`src/rtl/alu_pkg.sv`:
```
// Shared definitions for the ALU execution unit: op codes, FSM state
// encoding, default datapath width and the signed-overflow helper.
package alu_pkg;

    localparam int unsigned ALU_DEFAULT_WIDTH = 32;

    localparam logic [3:0] OP_AND = 4'b0000;
    localparam logic [3:0] OP_OR  = 4'b0001;
    localparam logic [3:0] OP_ADD = 4'b0010;
    localparam logic [3:0] OP_SUB = 4'b0110;
    localparam logic [3:0] OP_SLT = 4'b0111;
    localparam logic [3:0] OP_NOR = 4'b1100;
    localparam logic [3:0] OP_MUL = 4'b1000;

    typedef enum logic [1:0] {
        ST_IDLE = 2'b00,
        ST_BUSY = 2'b01,
        ST_DONE = 2'b10
    } alu_state_e;

    // Two's-complement add overflow: operands agree in sign, result does not.
    // For subtraction pass the inverted sign of the subtrahend.
    function automatic logic add_ovf(input logic a_msb, input logic b_msb, input logic r_msb);
        return (a_msb == b_msb) && (r_msb != a_msb);
    endfunction

endpackage

```
`src/rtl/alu_mul_seq.sv`:
```
// Sequential shift-add multiplier: one partial-product step per cycle,
// product (low WIDTH bits, unsigned) valid while done_o is high.
module alu_mul_seq
    import alu_pkg::*;
#(
    parameter int unsigned WIDTH      = ALU_DEFAULT_WIDTH,
    parameter int unsigned MUL_CYCLES = WIDTH
) (
    input  logic             clk,
    input  logic             rst_n,
    input  logic             start_i,
    input  logic [WIDTH-1:0] a_i,
    input  logic [WIDTH-1:0] b_i,
    output logic             done_o,
    output logic [WIDTH-1:0] product_o
);

    localparam int unsigned CW = $clog2(MUL_CYCLES + 1);
    localparam logic [CW-1:0] LAST = CW'(MUL_CYCLES);

    logic             busy_q,   busy_d;
    logic [CW-1:0]    cnt_q,    cnt_d;
    logic [WIDTH-1:0] mcand_q,  mcand_d;
    logic [WIDTH-1:0] mplier_q, mplier_d;
    logic [WIDTH-1:0] acc_q,    acc_d;

    // Next-state: load on start, otherwise one shift-add step until the count is exhausted.
    always_comb begin
        busy_d   = busy_q;
        cnt_d    = cnt_q;
        mcand_d  = mcand_q;
        mplier_d = mplier_q;
        acc_d    = acc_q;
        if (start_i) begin
            busy_d   = 1'b1;
            cnt_d    = '0;
            mcand_d  = a_i;
            mplier_d = b_i;
            acc_d    = '0;
        end else if (busy_q) begin
            if (cnt_q == LAST) begin
                busy_d = 1'b0;
            end else begin
                if (mplier_q[0]) begin
                    acc_d = acc_q + mcand_q;
                end else begin
                    acc_d = acc_q;
                end
                mcand_d  = mcand_q << 1;
                mplier_d = mplier_q >> 1;
                cnt_d    = cnt_q + CW'(1);
            end
        end else begin
            busy_d = 1'b0;
        end
    end

    // Multiplier state registers.
    always_ff @(posedge clk or negedge rst_n) begin
        if (!rst_n) begin
            busy_q   <= 1'b0;
            cnt_q    <= '0;
            mcand_q  <= '0;
            mplier_q <= '0;
            acc_q    <= '0;
        end else begin
            busy_q   <= busy_d;
            cnt_q    <= cnt_d;
            mcand_q  <= mcand_d;
            mplier_q <= mplier_d;
            acc_q    <= acc_d;
        end
    end

    assign done_o    = busy_q && (cnt_q == LAST);
    assign product_o = acc_q;

endmodule

```
`src/rtl/alu_exec_unit.sv`:
```
// ALU execution unit with valid/ready handshake. Single-cycle logic/arith ops;
// optional sequential multiplier enabled by defining ALU_EXEC_MUL_EN (without
// it, op 1000 is reported as illegal and the BUSY state is never entered).
module alu_exec_unit
    import alu_pkg::*;
#(
    parameter int unsigned WIDTH      = ALU_DEFAULT_WIDTH,
    parameter int unsigned MUL_CYCLES = WIDTH
) (
    input  logic             clk,
    input  logic             rst_n,
    input  logic             in_valid,
    output logic             in_ready,
    input  logic [3:0]       op,
    input  logic [WIDTH-1:0] a,
    input  logic [WIDTH-1:0] b,
    output logic             out_valid,
    input  logic             out_ready,
    output logic [WIDTH-1:0] result,
    output logic             zero,
    output logic             ovf,
    output logic             err
);

    alu_state_e       state_q,  state_d;
    logic [WIDTH-1:0] result_q, result_d;
    logic             zero_q,   zero_d;
    logic             ovf_q,    ovf_d;
    logic             err_q,    err_d;

    logic [WIDTH-1:0] sum_s;
    logic [WIDTH-1:0] diff_s;
    logic [WIDTH-1:0] alu_res_s;
    logic             alu_ovf_s;
    logic             alu_err_s;
    logic             is_mul_s;
    logic             mul_done_s;
    logic [WIDTH-1:0] mul_prod_s;

    assign sum_s  = a + b;
    assign diff_s = a - b;

`ifdef ALU_EXEC_MUL_EN
    assign is_mul_s = (op == OP_MUL);

    alu_mul_seq #(
        .WIDTH      (WIDTH),
        .MUL_CYCLES (MUL_CYCLES)
    ) u_mul_seq (
        .clk       (clk),
        .rst_n     (rst_n),
        .start_i   (in_valid && (state_q == ST_IDLE) && is_mul_s),
        .a_i       (a),
        .b_i       (b),
        .done_o    (mul_done_s),
        .product_o (mul_prod_s)
    );
`else
    assign is_mul_s   = 1'b0;
    assign mul_done_s = 1'b0;
    assign mul_prod_s = '0;
`endif

    // Single-cycle result decode; anything not listed (including MUL here) is illegal.
    always_comb begin
        alu_res_s = '0;
        alu_ovf_s = 1'b0;
        alu_err_s = 1'b0;
        case (op)
            OP_AND: alu_res_s = a & b;
            OP_OR:  alu_res_s = a | b;
            OP_ADD: begin
                alu_res_s = sum_s;
                alu_ovf_s = add_ovf(a[WIDTH-1], b[WIDTH-1], sum_s[WIDTH-1]);
            end
            OP_SUB: begin
                alu_res_s = diff_s;
                alu_ovf_s = add_ovf(a[WIDTH-1], ~b[WIDTH-1], diff_s[WIDTH-1]);
            end
            OP_SLT: alu_res_s = {{(WIDTH-1){1'b0}}, ($signed(a) < $signed(b))};
            OP_NOR: alu_res_s = ~(a | b);
            default: begin
                alu_res_s = '0;
                alu_err_s = 1'b1;
            end
        endcase
    end

    // FSM next-state and result capture: IDLE accepts, BUSY waits for the multiplier, DONE holds until consumed.
    always_comb begin
        state_d  = state_q;
        result_d = result_q;
        zero_d   = zero_q;
        ovf_d    = ovf_q;
        err_d    = err_q;
        case (state_q)
            ST_IDLE: begin
                if (in_valid) begin
                    if (is_mul_s) begin
                        state_d = ST_BUSY;
                    end else begin
                        state_d  = ST_DONE;
                        result_d = alu_res_s;
                        zero_d   = (alu_res_s == '0);
                        ovf_d    = alu_ovf_s;
                        err_d    = alu_err_s;
                    end
                end else begin
                    state_d = ST_IDLE;
                end
            end
            ST_BUSY: begin
                if (mul_done_s) begin
                    state_d  = ST_DONE;
                    result_d = mul_prod_s;
                    zero_d   = (mul_prod_s == '0);
                    ovf_d    = 1'b0;
                    err_d    = 1'b0;
                end else begin
                    state_d = ST_BUSY;
                end
            end
            ST_DONE: begin
                if (out_ready) begin
                    state_d = ST_IDLE;
                end else begin
                    state_d = ST_DONE;
                end
            end
            default: state_d = ST_IDLE;
        endcase
    end

    // State and result registers; reset clears everything and aborts any operation.
    always_ff @(posedge clk or negedge rst_n) begin
        if (!rst_n) begin
            state_q  <= ST_IDLE;
            result_q <= '0;
            zero_q   <= 1'b0;
            ovf_q    <= 1'b0;
            err_q    <= 1'b0;
        end else begin
            state_q  <= state_d;
            result_q <= result_d;
            zero_q   <= zero_d;
            ovf_q    <= ovf_d;
            err_q    <= err_d;
        end
    end

    assign in_ready  = (state_q == ST_IDLE);
    assign out_valid = (state_q == ST_DONE);
    assign result    = result_q;
    assign zero      = zero_q;
    assign ovf       = ovf_q;
    assign err       = err_q;

endmodule
```
`config.mk`:
```
export PLATFORM = sky130hd
export DESIGN_NAME = alu_exec_unit
export DESIGN_NICKNAME = d
export VERILOG_FILES = /design/src/rtl/alu_pkg.sv /design/src/rtl/alu_mul_seq.sv /design/src/rtl/alu_exec_unit.sv
export SDC_FILE = /design/constraint.sdc
export NUM_CORES = 1
export LEC_CHECK = 0
export BUFFER_PORTS_ARGS = -buffer_cell sky130_fd_sc_hd__buf_2
export CAP_MARGIN = 20
export CORE_UTILIZATION = 35
export DETAILED_ROUTE_END_ITERATION = 8
export PLACE_DENSITY = 0.58
export SLEW_MARGIN = 20
export SYNTH_ARGS = -nofsm -noshare
export SYNTH_HDL_FRONTEND = slang
export SYNTH_HIERARCHICAL = 1
export SYNTH_SLANG_ARGS = --single-unit
```
`constraint.sdc`:
```
create_clock -name clk -period 5.02 [get_ports clk]
set_input_delay 0.251 -clock clk [delete_from_list [all_inputs] [get_ports clk]]
set_output_delay 0.251 -clock clk [all_outputs]
set_load 0.05 [all_outputs]
```
==> flow_summary.json <==
{
  "grt_pass1_vias": 7685,
  "routed_wl_mm": 28.0,
  "antenna_found_initial": 0,
  "num_antenna_cells": 0,
  "num_vias": 8301,
  "cts_sinks": 37,
  "async_flop_share_pct": 100,
  "cts_resized": 0,
  "syn_inst": 1017,
  "gr-usage-met1_pct": 37.4,
  "hold_viol_final": 0,
  "yosys-top-cells-area": "ha_1 17%, dfrtp_1 13%, a21oi_1 5.8%",
  "grt_overflow": 0,
  "ios": 109,
  "skew_ps": 3.03,
  "drc": 0,
  "synth.distinct_cells": 84,
  "place_congestion": 0.992,
  "grt_setup_unrepaired": "no",
  "clkTransAtPathRegs_ps": 60,
  "maxCapViolations": 0,
  "synthesis.area_sq_um": 7330,
  "cts_tree": "done",
  "finalCriticalPeriod_ps": 3510,
  "clockBufferDepth": 2,
  "post-route-util_pct": 40.2,
  "yosysMostFrequentCell": "nor2_1",
  "htree_levels": 2,
  "rrSetupSlack_ps": 2830,
  "ys.flop_type": "dfrtp_1",
  "period_share_pct": 69.8,
  "die-area_sq_um": 21500,
  "maxSlewHeadroom_pct": 26.4,
  "ant_nets": 0,
  "ctsHoldBuffers": 0,
  "drt-vias-per-instance": 6.14,
  "placed_cell_area_sq_um": 8040,
  "post-cts-setup-buffers": 0,
  "report.power.total_mw": 1.70,
  "cellPowerDensity_nw_per_um2": 207,
  "r2r_start": "state_q[1]",
  "synth_common_cells": "104 x nor2_1, 101 x ha_1, 96 x inv_1",
  "rows": 52,
  "dr.pass1.iters": 5,
  "root_buffer": "clkbuf_16",
  "ys_ff_latch": 37,
  "startpoint_type": "input pin",
  "fmax_mhz": 285,
  "synth_edf_count": 0,
  "dpl.hpwl_mm": 21.9,
  "yosysWarnings": 6,
  "crit_arrival_ps": 3710,
  "numCtsBuffers": 5,
  "synth_fp_nets": 1192,
  "drt_iter0_drc": 897,
  "globalRouteMet2Util_pct": 39.2,
  "yosysTopAreaCell": "ha_1",
  "tightestPinTransition_ps": 1100,
  "synth.yosys.seq_area_share_pct": 12.6,
  "start_util_pct": 36.0,
  "dieHeight_microns": 147,
  "final_area_sq_um": 8180,
  "cp.required_ps": 5230,
  "nets": 1256,
  "die_w_microns": 147,
  "outcome": "finished, final reports clean",
  "startpoint": "a[10]",
  "avgRoutedWirePerCell_microns": 20.7,
  "hold_path_class": "input pin to async pin",
  "grt_use_met3_pct": 4.72,
  "setup-tns-final_ps": 0,
  "grt_usage_pct": 25.6,
  "drv_slew": 0,
  "syn2layout_area_growth_pct": 11.6,
  "path_max_fanout": 15,
  "dp.cells": 1344,
  "leakage_nw": 3.81,
  "worst_r2r_endpoint": "result[17]",
  "peakVddDrop_mv": 0.130,
  "core_sq_um": 20400,
  "insertion_delay_ps": 280,
  "reg2reg_depth": 6,
  "synth.avg_cell_area_sq_um": 7.21,
  "crit_type": "input pin to flop",
  "grt_max_degree": 42,
  "setup_viol": 0,
  "synth_top_area_share_pct": 17.2,
  "cp-end-kind": "flop",
  "busiest_layer": "met2",
  "fin_cells": 1352,
  "numPortBuffers": 108,
  "drive_gt1_share_pct": 15.3,
  "grt_pass1_wl_mm": 43.9
}
-- through the flow --
stage	hold slack (ps)	worst slack [ps]
after floorplan	-44.6	2100
after global placement	409	1290
after detailed placement	416	1290
after CTS	120	1560
after global routing	151	1140
final	88.6	1510
-- layout by cell type (no fill, tap or decap), types with 7 or more instances in the layout --
cell        n
o31a_1      8
nor3_1     22
ha_1      101
o21a_1      7
nor4_1     13
a221oi_1   17
nand4_1    12
buf_2     108
a31oi_1     9
a221o_1    13
o31ai_1    20
a21o_1     14
a21oi_1    85
and2_1      9
nor2_1    104
o211ai_1   19
dfrtp_1    37
nor2b_1     9
buf_4       8
nand2_1    82
a211o_1    11
inv_1      96
nand2b_1   13
o21bai_1    9
a211oi_1   21
or2_2       7
or3_1       9
o21ai_0    53
nand3_1    16
a22oi_1    14
-- worst max-delay path, stage by stage --
cell	delay, ps
buf_2	120
inv_1	50
ha_1	570
inv_1	230
o31ai_1	510
a22oi_1	260
nand2b_1	230
a21oi_1	120
a221oi_1	520
o211ai_1	160
a2111oi_2	380
nand4_1	160
o21ai_1	150
-- power by group --
| group | total [mW] | internal, mW | switching, mW |
|---|---|---|---|
| clock network | 0.303 | 0.182 | 0.121 |
| logic | 1.02 | 0.306 | 0.711 |
| registers | 0.377 | 0.346 | 0.0307 |
-- worst max-delay path by stage --
stage / endpoint / cells after the start / slack, ps
4_1_cts: zero / 13 / 1560
3_3_place_gp: zero / 13 / 1290
2_1_floorplan: zero / 13 / 2100
5_1_grt: zero / 13 / 1140
6_report: zero / 13 / 1510
3_5_place_dp: zero / 13 / 1290
-- kinds of logic after synthesis --
logic type / after synthesis / share of synthesized area (%)
AND/OR/NAND/NOR: 327 / 21.5
adder cells (fa/ha/maj): 103 / 17.8
AO/OA/AOI/OAI: 380 / 38.1
multiplexers: 6 / 0.870
XOR/XNOR: 4 / 0.478
flip-flops: 37 / 12.6
buffers and inverters: 160 / 8.63
-- metal layers --
metal  share of wire [%]  vias up  wire length [microns]
li1                    -     3901                      -
met1                  47     3934                  13100
met4                 1.4        0                    399
met3                 8.9       33                   2490
met5                   0        -                      0
met2                  43      433                  12000
-- layout make-up --
cell class	instances	area (sq um)
Fill cell	2219	12200
Multi-Input combinational cell	820	5800
Sequential cell	37	926
Timing Repair Buffer	116	601
Inverter	101	379
Tap cell	270	338
Clock buffer	6	129
Clock inverter	2	10.0
-- state kept, by name (all words and copies together), names as in the netlist --
name / flops
result: 32
state_q: 2
err: 1
ovf: 1
zero: 1
Power figures use the tool's default switching activity.
